File: config.mk
export PLATFORM = sky130hd
export DESIGN_NAME = spi_tx_fifo
export DESIGN_NICKNAME = d
export VERILOG_FILES = /design/src/rtl/spi_tx_fifo.sv
export SDC_FILE = /design/constraint.sdc
export NUM_CORES = 1
export LEC_CHECK = 0
export BUFFER_PORTS_ARGS = -buffer_cell sky130_fd_sc_hd__clkbuf_2
export CAP_MARGIN = 20
export CELL_PAD_IN_SITES_DETAIL_PLACEMENT = 0
export CELL_PAD_IN_SITES_GLOBAL_PLACEMENT = 1
export CORE_MARGIN = 2
export CORE_UTILIZATION = 48
export DETAILED_ROUTE_END_ITERATION = 6
export GPL_TIMING_DRIVEN = 0
export PLACE_DENSITY_LB_ADDON = 0.25
export SLEW_MARGIN = 20
export SYNTH_ARGS = -nofsm -noshare
export SYNTH_HDL_FRONTEND = slang
export SYNTH_SLANG_ARGS = --single-unit
File: constraint.sdc
create_clock -name clk -period 2.5 [get_ports clk]
set_input_delay 0.75 -clock clk [delete_from_list [all_inputs] [get_ports clk]]
set_output_delay 0.75 -clock clk [all_outputs]
set_load 0.02 [all_outputs]
File: src/rtl/spi_tx_fifo.sv
// First-word-fall-through byte FIFO feeding the SPI slave transmit path.
// Adds occupancy, sticky overflow/underflow flags and a chip-select flush.
module spi_tx_fifo #(
    parameter int unsigned           DATA_W    = 8,
    parameter int unsigned           ADDR_W    = 4,
    parameter logic [DATA_W-1:0]     IDLE_WORD = '0
) (
    input  logic              clk,
    input  logic              rst_n,
    input  logic              flush,
    input  logic              wr_en,
    input  logic [DATA_W-1:0] wr_data,
    output logic              full,
    output logic              almost_full,
    output logic [ADDR_W:0]   count,
    output logic              out_valid,
    output logic [DATA_W-1:0] out_data,
    input  logic              out_ready,
    output logic              overflow,
    output logic              underflow,
    input  logic              clear_flags
);

    localparam int unsigned Depth = 1 << ADDR_W;
    localparam logic [ADDR_W:0] FullCnt   = (ADDR_W + 1)'(Depth);
    localparam logic [ADDR_W:0] AlmostCnt = (ADDR_W + 1)'(Depth - 2);

    logic [DATA_W-1:0] mem [Depth];

    logic [ADDR_W-1:0] wr_ptr_q, wr_ptr_d;
    logic [ADDR_W-1:0] rd_ptr_q, rd_ptr_d;
    logic [ADDR_W:0]   count_q, count_d;
    logic              full_q, almost_full_q, out_valid_q;
    logic              overflow_q, overflow_d;
    logic              underflow_q, underflow_d;
    logic              pop, push;

    // Flush masks both handshakes so nothing moves and no flag is set.
    assign pop  = ~flush & out_valid_q & out_ready;
    assign push = ~flush & wr_en & (~full_q | pop);

    always_comb begin
        wr_ptr_d    = wr_ptr_q;
        rd_ptr_d    = rd_ptr_q;
        count_d     = count_q;
        overflow_d  = overflow_q;
        underflow_d = underflow_q;
        if (flush) begin
            wr_ptr_d    = '0;
            rd_ptr_d    = '0;
            count_d     = '0;
            overflow_d  = 1'b0;
            underflow_d = 1'b0;
        end else begin
            if (push) wr_ptr_d = wr_ptr_q + 1'b1;
            if (pop)  rd_ptr_d = rd_ptr_q + 1'b1;
            if (push && !pop) count_d = count_q + 1'b1;
            else if (pop && !push) count_d = count_q - 1'b1;
            // A set condition outranks a same-cycle clear.
            if (wr_en && full_q && !pop) overflow_d = 1'b1;
            else if (clear_flags) overflow_d = 1'b0;
            if (out_ready && !out_valid_q) underflow_d = 1'b1;
            else if (clear_flags) underflow_d = 1'b0;
        end
    end

    always_ff @(posedge clk or negedge rst_n) begin
        if (!rst_n) begin
            wr_ptr_q      <= '0;
            rd_ptr_q      <= '0;
            count_q       <= '0;
            full_q        <= 1'b0;
            almost_full_q <= 1'b0;
            out_valid_q   <= 1'b0;
            overflow_q    <= 1'b0;
            underflow_q   <= 1'b0;
        end else begin
            wr_ptr_q      <= wr_ptr_d;
            rd_ptr_q      <= rd_ptr_d;
            count_q       <= count_d;
            full_q        <= (count_d == FullCnt);
            almost_full_q <= (count_d >= AlmostCnt);
            out_valid_q   <= (count_d != '0);
            overflow_q    <= overflow_d;
            underflow_q   <= underflow_d;
        end
    end

    // Storage has no reset; contents are only visible while out_valid is set.
    always_ff @(posedge clk) begin
        if (push) mem[wr_ptr_q] <= wr_data;
    end

    assign full        = full_q;
    assign almost_full = almost_full_q;
    assign count       = count_q;
    assign out_valid   = out_valid_q;
    assign out_data    = out_valid_q ? mem[rd_ptr_q] : IDLE_WORD;
    assign overflow    = overflow_q;
    assign underflow   = underflow_q;

endmodule

==> results_dict.tcl <==
set metrics [dict create \
    status "complete, but fails checks" \
    violations "negative setup slack" \
    clk_pin_slew_ns 0.06 \
    fmax_ghz 0.3119 \
    clockBufferDepth 2 \
    p_leak_nw 2.477 \
    routed_wl_um 11640 \
    place_area_um2 6419 \
    hp-class "primary input to asynchronous set/reset pin" \
    htreeDepth 4 \
    start_kind "flip-flop" \
    fin_crit_ns 3.206 \
    swShare_pct 23.80 \
    p_per_area_nw_per_um2 886.3 \
    grt-ovfl-total 0 \
    synth_top_area_share_pct 64.05 \
    ys_seq_area_share_pct 71.56 \
    dieArea_um2 13410 \
    syn_to_final_growth_pct 19.81 \
    worstPathRequired_ns 1.75 \
    grt_max_degree 19 \
    rsz0062_at_grt "true" \
    grt_pass1_wl_um 17950 \
    ys.flop_type "edfxtp_1" \
    clkPwrFrac_pct 38.7 \
    dr_total_vias 2981 \
    n_antenna_cell 0 \
    max_slew_margin_pct 45.74 \
    hold_buffers 0 \
    reg2reg_to "mem[15][6]" \
    io_pins 32 \
    cts_num_sinks 146 \
    finalCritPeriodShare_pct 128.3 \
    cp-startpoint "rd_ptr_q[0]" \
    cts_tree "done" \
    synth_cell_types 39 \
    synth_common_cells "128 x edfxtp_1, 40 x mux4_2, 18 x dfrtp_1" \
    synth_warnings 0 \
    drv_cap 0 \
    viasPerCell 5.440 \
    ir_drop_mv 0.5994 \
    arrival_ns 2.46 \
    clock_latency_ns 0.41 \
    reg2regPathDepth 4 \
    p_seq_share_pct 43.6 \
    netSwitchingPower_mw 1.517 \
    yosys.area.top_type "edfxtp_1" \
    ys_ff_latch 146 \
    firstDrtPassIters 4 \
    tightest_slew_ns 0.8139 \
    cts_made_buffers 17 \
    die_w_um 115.8 \
    wl_per_cell_um 21.25 \
    layout.nets 389 \
    antenna_found_initial 0 \
    comb_power_share_pct 17.7 \
    syn_avg_cell_area_um2 19.30 \
    rows 40 \
    drtIter0Drc 202 \
    end_kind "primary output" \
    grt_pass1_vias 3104 \
    fin_util_pct 59.36 \
    r2r-start "out_valid" \
    synth.most_common_cell "edfxtp_1" \
    grt.total_usage_pct 19.12 \
    io_buffers 31 \
    syn-num-nets 332 \
    setup_slack_ns -0.7065 \
    drcViolationCount 0 \
    stdcell_count 548 \
    fin_skew_ns 0.006225 \
    r2r_setup_slack_ns 0.26 \
    drtAntennaViolNets 0 \
    synth_area_leaders "edfxtp_1 64%, mux4_2 15%, dfrtp_1 7.5%, and2_1 1.5%, ha_1 1.5%" \
    syn-instance-count 311 \
    dp_cells 511 \
    p_int_mw 4.855 \
    synth_edf_count 128 \
    place_hpwl_um 7688 \
    drive_gt1_share_pct 36.84 \
    place_congestion 0.7650 \
    setup_violations 8 \
    core-area_um2 12110 \
    postLayoutCellArea_um2 7189 \
    cp_max_fo 7 \
    hold_viol_final 0 \
    critPathKind "flip-flop to primary output" \
    cts-root-buf "clkbuf_16" \
    finalMaxSlewViolations 0 \
    async_flop_share_pct 12.33 \
    netlist_area_um2 6001 \
    start_util_pct 49.55 \
    die_h_um 115.8 \
]
## kinds of logic after synthesis
family	count (synthesis)	share of synthesized area, %
DFF	146	71.56
adders and majority gates	7	1.459
buffers and inverters	23	1.960
AOI/OAI and AO/OA	17	2.044
muxes	41	15.26
xor gates and xnor gates	7	1.022
and+or+nand+nor	70	6.693
## registers in the layout, indices dropped and copies added, names as in the netlist
signal and count:
out_valid 1, rd_ptr_q 4, full 1, mem 128
wr_ptr_q 4, overflow 1, count 5, almost_full 1
underflow 1
## power by group through the flow
stage	Combinational, mW	Clock (mW)	Sequential (mW)
3_5_place_dp	0.963	0	2.82
4_1_cts	1.08	2.50	2.78
6_report	1.13	2.46	2.78
5_1_grt	1.21	2.59	2.79
2_1_floorplan	0.658	0	2.84
3_3_place_gp	0.944	0	2.82
## cells in the final DEF (no fill, tap or decap), types with 2 or more instances in the layout
| cell type | instances |
|---|---|
| clkbuf_4 | 2 |
| nand2_1 | 9 |
| clkbuf_2 | 25 |
| nor2b_1 | 4 |
| buf_1 | 3 |
| edfxtp_1 | 128 |
| clkinv_1 | 2 |
| nor3_2 | 2 |
| clkbuf_16 | 18 |
| mux4_2 | 40 |
| xor2_1 | 5 |
| xnor2_1 | 2 |
| inv_1 | 7 |
| ha_1 | 7 |
| and2_4 | 8 |
| buf_8 | 5 |
| dfrtp_1 | 17 |
| nor2_1 | 13 |
| clkinvlp_4 | 2 |
| and3_2 | 7 |
| a21oi_1 | 3 |
| and3_1 | 2 |
| nand3_1 | 5 |
| o21ai_0 | 4 |
| nor3_1 | 3 |
| a32oi_1 | 2 |
| buf_4 | 7 |
| bufinv_16 | 3 |
| and2_1 | 6 |
| or3_1 | 3 |
| buf_12 | 4 |
| clkbuf_1 | 6 |
| clkinv_2 | 4 |
## how the worst max path moves through the flow
stage	end	cells past startpoint	slack [ns]
after floorplan	out_data[0]	5	-0.03
after global placement	mem[3][3]	5	-0.96
after detailed placement	out_data[2]	6	-0.51
after CTS	out_data[2]	6	-0.74
after global routing	out_data[1]	6	-0.77
final	out_data[0]	6	-0.71
## routing by layer
layer / track usage, % / vias up / part of all wire [%]
li1: - / 1359 / -
met1: 26.34 / 1543 / 46
met2: 29.59 / 68 / 48
met3: 5.282 / 11 / 4.7
met4: 7.222 / 0 / 1.4
met5: 0 / - / 0
## cell type report
| cell class | count | area [um2] |
|---|---|---|
| Inverter | 7 | 26.28 |
| Sequential cell | 146 | 4295 |
| Tap cell | 168 | 210.2 |
| Fill cell | 924 | 4922 |
| Buffer | 15 | 133.9 |
| Multi-Input combinational cell | 142 | 1640 |
| Timing Repair Buffer | 39 | 309.0 |
| Clock inverter | 12 | 141.4 |
| Clock buffer | 19 | 432.9 |
## worst max-delay path, stage by stage (launching register included)
cell and delay [ns]:
dfrtp_1 0.39, buf_12 0.17, buf_12 0.14, mux4_2 0.54
mux4_2 0.51, and2_4 0.18, buf_8 0.12
## metrics by stage
step           setup TNS, ns  hold slack [ns]  worst slack (ns)  power [mW]
2_1_floorplan        -0.2969           0.4544          -0.03255       3.499
3_3_place_gp          -46.86           0.4919           -0.9588       3.763
3_5_place_dp          -47.97           0.5084           -0.5103       3.788
4_1_cts               -5.706           0.2840           -0.7386       6.357
5_1_grt               -5.974           0.2997           -0.7651       6.597
6_report              -5.483           0.2757           -0.7065       6.372
## what timing repair did
action	CTS	global route
gates resized for setup	23	15
cloned	1	1
setup buffers	4	1
endpoints found under the setup margin	58	127
Note: power is estimated with default switching activity, not from simulation.
